<file path="src/rtl/io_trace_buffer.sv">
// Timestamped circular trace of cpu output events with a run/halt/timeout watchdog.
// Entries drain through a show-ahead valid/ready port, during or after execution.
module io_trace_buffer #(
  parameter int unsigned DATA_W     = 64,
  parameter int unsigned DEPTH      = 16,
  parameter int unsigned CYC_W      = 32,
  parameter int unsigned MAX_CYCLES = 100000,
  parameter int unsigned OVERWRITE  = 0
) (
  input  logic                       clk,
  input  logic                       reset,
  input  logic                       halt,
  input  logic                       out_signal,
  input  logic [DATA_W-1:0]          out_data,
  input  logic                       rd_ready,
  output logic                       rd_valid,
  output logic [DATA_W-1:0]          rd_data,
  output logic [CYC_W-1:0]           rd_cycle,
  output logic [$clog2(DEPTH):0]     count,
  output logic                       overflow,
  output logic                       done,
  output logic                       timeout,
  output logic [CYC_W-1:0]           run_cycles
);

  localparam int unsigned PTR_W = $clog2(DEPTH);
  localparam int unsigned CNT_W = PTR_W + 1;
  localparam bit          OVW   = (OVERWRITE != 0);
  localparam logic [CYC_W-1:0] LIMIT = CYC_W'(MAX_CYCLES - 1);

  typedef enum logic [1:0] {StRun, StHalted, StTimeout} state_e;

  state_e             state;
  logic [PTR_W-1:0]   head, tail;
  logic [DATA_W-1:0]  mem_data  [DEPTH];
  logic [CYC_W-1:0]   mem_cycle [DEPTH];

  logic push_req, full, pop, wr_en, drop_evt, ovr_adv, cnt_inc;

  always_comb begin
    rd_valid = (count != '0);
    full     = (count == CNT_W'(DEPTH));
    push_req = (state == StRun) & out_signal;
    pop      = rd_valid & rd_ready;
    // A full buffer with no simultaneous pop either drops or overwrites the event.
    drop_evt = push_req & full & ~pop;
    ovr_adv  = drop_evt & OVW;
    wr_en    = push_req & (~drop_evt | OVW);
    cnt_inc  = wr_en & ~ovr_adv;
    rd_data  = rd_valid ? mem_data[head]  : '0;
    rd_cycle = rd_valid ? mem_cycle[head] : '0;
  end

  always_ff @(posedge clk or posedge reset) begin
    if (reset) begin
      state      <= StRun;
      run_cycles <= '0;
      done       <= 1'b0;
      timeout    <= 1'b0;
    end else begin
      case (state)
        StRun: begin
          if (halt) begin
            state      <= StHalted;
            done       <= 1'b1;
            run_cycles <= run_cycles + CYC_W'(1);
          end else if (run_cycles == LIMIT) begin
            // Counter freezes at the limit so it can never wrap.
            state   <= StTimeout;
            timeout <= 1'b1;
          end else begin
            run_cycles <= run_cycles + CYC_W'(1);
          end
        end
        default: ;
      endcase
    end
  end

  always_ff @(posedge clk or posedge reset) begin
    if (reset) begin
      head     <= '0;
      tail     <= '0;
      count    <= '0;
      overflow <= 1'b0;
    end else begin
      if (wr_en) tail <= tail + PTR_W'(1);
      if (pop | ovr_adv) head <= head + PTR_W'(1);
      count <= count + CNT_W'(cnt_inc) - CNT_W'(pop);
      if (drop_evt) overflow <= 1'b1;
    end
  end

  // Storage needs no reset: reads are masked to zero while empty.
  always_ff @(posedge clk) begin
    if (wr_en) begin
      mem_data[tail]  <= out_data;
      mem_cycle[tail] <= run_cycles;
    end
  end

endmodule

</file>
<file path="config.mk">
export PLATFORM = sky130hd
export DESIGN_NAME = io_trace_buffer
export DESIGN_NICKNAME = d
export VERILOG_FILES = /design/src/rtl/io_trace_buffer.sv
export SDC_FILE = /design/constraint.sdc
export NUM_CORES = 1
export LEC_CHECK = 0
export CORE_ASPECT_RATIO = 1.2
export CORE_MARGIN = 2
export CORE_UTILIZATION = 45
export DETAILED_ROUTE_END_ITERATION = 10
export SETUP_SLACK_MARGIN = 0.05
export SYNTH_ARGS = -nofsm -noshare
export SYNTH_HDL_FRONTEND = slang
export SYNTH_SLANG_ARGS = --single-unit
</file>
<file path="constraint.sdc">
create_clock -name clk -period 10.09 [get_ports clk]
set_clock_uncertainty 0.1 [all_clocks]
set_input_delay 1.009 -clock clk [delete_from_list [all_inputs] [get_ports clk]]
set_output_delay 1.009 -clock clk [all_outputs]
set_load 0.01 [all_outputs]
</file>
==> results.tsv <==
stage	metric	value	unit
outcome	outcome	finished clean	
placed_design	pre_cts_ws	4.411	ns
cells_and_area	regArea	47390	µm²
logic_synthesis	synth.ff_latch_count	1586	
routing	drt_first_pass_iters	6	
cells_and_area	multi_input_area	12580	µm²
logic_synthesis	avgSynthCellArea	23.51	µm²
critical_path	reg2regPathDepth	6	
critical_path	cp.depth	6	
clock_network	cts_buffer_depth	3	
logic_synthesis	yosys.area.top_type	edfxtp_1	
critical_path	cpPeakStageDelay	0.91	ns
timing	grt_setup_unrepaired	false	
logic_synthesis	yosys-top-cells-area	edfxtp_1, mux4_2, mux2i_1	
cells_and_area	drive_gt1_share	22.96	%
timing	fin_hold_ws	0.3747	ns
grt	grt_max_degree	163	
critical_path	cp_max_fo	162	
clock_network	post_cts_resized	0	
critical_path	cp-startpoint	head[1]$_DFFE_PP0N_	
logic_synthesis	synth_edf_count	1536	
cells_and_area	layout.cells.non_filler	4768	
critical_path	start_kind	register	
pwr	clkPwrFrac	33.0	%
grt	grtUsageTotal	20.02	%
pwr	peakVddDrop	0.2612	mV
cells_and_area	area_growth	15.02	%
pwr	p_int	12.43	mW
timing	setup_ws	3.987	ns
critical_path	crit_buf_inv	3	
logic_synthesis	synth_area	60650	µm²
logic_synthesis	async_reset_ff_share	3.153	%
timing	tightestPinTransition	1.201	ns
pwr	leakage	23.10	nW
timing	setup_viol	0	
timing	slew_headroom	19.72	%
clock_network	cts_inserted_buffers	154	
clock_network	cts-hold-fix-buffers	0	
floorplan	rows	147	
timing	fmax	163.8	MHz
critical_path	crit_path_top_delay_cell	dfrtp_4	
critical_path	endpoint_kind	primary output	
grt	grt_pass1_wl	199.6	mm
logic_synthesis	ys_types	46	
floorplan	coreArea	133700	µm²
floorplan	die_w	339.1	µm
floorplan	die_y	406.2	µm
pwr	p_seq_share	43.1	%
grt	antenna_found_initial	9	
min_path	min_from	overflow$_DFFE_PP0P_	
critical_path	r2r_start	state[0]$_DFFE_PP0P_	
cells_and_area	most-common-layout-cells	edfxtp_1, mux4_2, clkdlybuf4s50_1	
logic_synthesis	yosysWarnings	0	
logic_synthesis	synth_ff_type	edfxtp_1	
clock_network	h-tree-depth	4	
routing	remaining_drc_errors	0	
critical_path	r2r-end	mem_data[5][42]$_DFFE_PP_	
logic_synthesis	synth_top_area_share	76.05	%
cells_and_area	final_nets	2938	
clock_network	cts.sinks	1586	
timing	fin_crit	6.103	ns
routing	wl	137.1	mm
pwr	p_sw	4.619	mW
critical_path	path_cells	buf_12, buf_4, mux4_2, mux2i_1, o22ai_1, clkdlybuf4s50_1	
routing	ant_nets	0	
clock_network	clockRootBuffer	clkbuf_16	
logic_synthesis	synth_cells	2580	
routing	wl_per_cell	28.74	µm
timing	fin_crit_sh	60.49	%
min_path	hp-class	reg -> reg	
clock_network	clk_pin_slew_worst_paths	0.06	ns
cells_and_area	final_util	52.17	%
critical_path	cp.required	8.98	ns
floorplan	start_util	45.36	%
clock_network	clk-insertion-delay-late	0.78	ns
critical_path	cp_top_family	buffers and inverters	
placed_design	post-place-cells	4489	
critical_path	crit_end	rd_cycle[28]	
pwr	swShare	27.09	%
timing	slew_viol_final	0	
critical_path	worstSetupPathType	reg -> out	
logic_synthesis	ys_seq_area_share	78.11	%
cells_and_area	fill_cells	10320	
placed_design	port_buffers	205	
timing	finalSetupTns	0	ns
critical_path	r2r_slack	5.60	ns
cells_and_area	final_common_cell	edfxtp_1	
clock_network	cts_setup_buffers	0	
placed_design	place_congestion	0.7291	
routing	vias_per_cell	5.751	
routing	drt_iter0_markers	2288	
pwr	p_per_area	244.4	nW/µm²
job	maxCapViolations	0	
grt	overflow	0	
floorplan	ios	206	
logic_synthesis	synth.net_count	2661	
placed_design	hpwl	68.82	mm
timing	timing_hold_violations_final	0	
grt	grt_pass1_vias	29130	
clock_network	cts_tree	done	
pwr	combPwrFrac	23.9	%
floorplan	dieArea	137700	µm²
routing	via_count	27420	
critical_path	worstPathArrival	4.99	ns
==> layer usage <==
layer  GRT usage [%]  wire length [µm]  vias up
met5               0                36        -
met4           5.396              2830        6
met3           3.578              6928      193
met2           34.24             70550      744
met1           26.59             56710    14920
li1                -                 -    11560
==> metrics by stage <==
| stage | total power, mW | area, µm² |
|---|---|---|
| 6_report | 17.05 | 69760 |
| 3_5_place_dp | 11.66 | 64810 |
| 3_3_place_gp | 11.63 | 64810 |
| 4_1_cts | 17.28 | 69760 |
| 2_1_floorplan | 10.27 | 60650 |
| 5_1_grt | 17.69 | 69760 |
==> how the worst min path moves through the flow <==
stage | end | slack (ns) | cells after the start
final | overflow$_DFFE_PP0P_ | 0.37 | 1
after global placement | overflow$_DFFE_PP0P_ | 0.36 | 1
after CTS | overflow$_DFFE_PP0P_ | 0.38 | 1
after global routing | overflow$_DFFE_PP0P_ | 0.40 | 1
after detailed placement | overflow$_DFFE_PP0P_ | 0.37 | 1
after floorplan | timeout$_DFFE_PP0P_ | 0.39 | 1
==> power by group through the flow <==
stage | registers [mW] | logic (mW) | clock network, mW
final | 7.35 | 4.07 | 5.63
after CTS | 7.36 | 4.17 | 5.75
after detailed placement | 7.50 | 4.16 | 0
after global placement | 7.50 | 4.13 | 0
after floorplan | 7.36 | 2.91 | 0
after global routing | 7.37 | 4.34 | 5.98
==> cell type report <==
class | count | area share [%]
Clock inverter | 90 | 1.254
Clock buffer | 188 | 5.842
Sequential cell | 1586 | 67.93
Antenna cell | 1 | 0.003587
Inverter | 15 | 0.08071
Multi-Input combinational cell | 847 | 18.03
Tap cell | 1788 | 3.207
Timing Repair Buffer | 253 | 3.655
==> cells by family (layout without fill, tap and decap cells) <==
family	after synthesis	after routing	synth area share, %
buf+inv	147	546	1.339
simple gates	105	105	1.093
compound gates	115	115	1.199
xor+xnor	38	38	0.5488
other cells	0	1	0
mux	577	577	17.45
flops	1586	1586	78.11
fa+ha+maj	12	12	0.2599
==> registers in the layout (all words and copies together) (netlist names) <==
register and flops:
count 5, overflow 1, run_cycles 32, mem_cycle 512, state 2, timeout 1
head 4, tail 4, done 1, mem_data 1024
==> synth_stat cells, types with 5 or more instances <==
| library cell | n |
|---|---|
| edfxtp_1 | 1536 |
| mux4_2 | 384 |
| mux2i_1 | 192 |
| o22ai_1 | 96 |
| buf_2 | 61 |
| dfrtp_1 | 50 |
| buf_4 | 38 |
| xnor2_1 | 33 |
| nand2_1 | 21 |
| clkbuf_1 | 19 |
| nand4_1 | 16 |
| nor2_1 | 16 |
| inv_1 | 15 |
| nand3_1 | 13 |
| ha_1 | 11 |
| buf_1 | 9 |
| and3_1 | 7 |
| nor3_1 | 7 |
| a21oi_1 | 6 |
| xor2_1 | 5 |
Power figures use the tool's default switching activity.
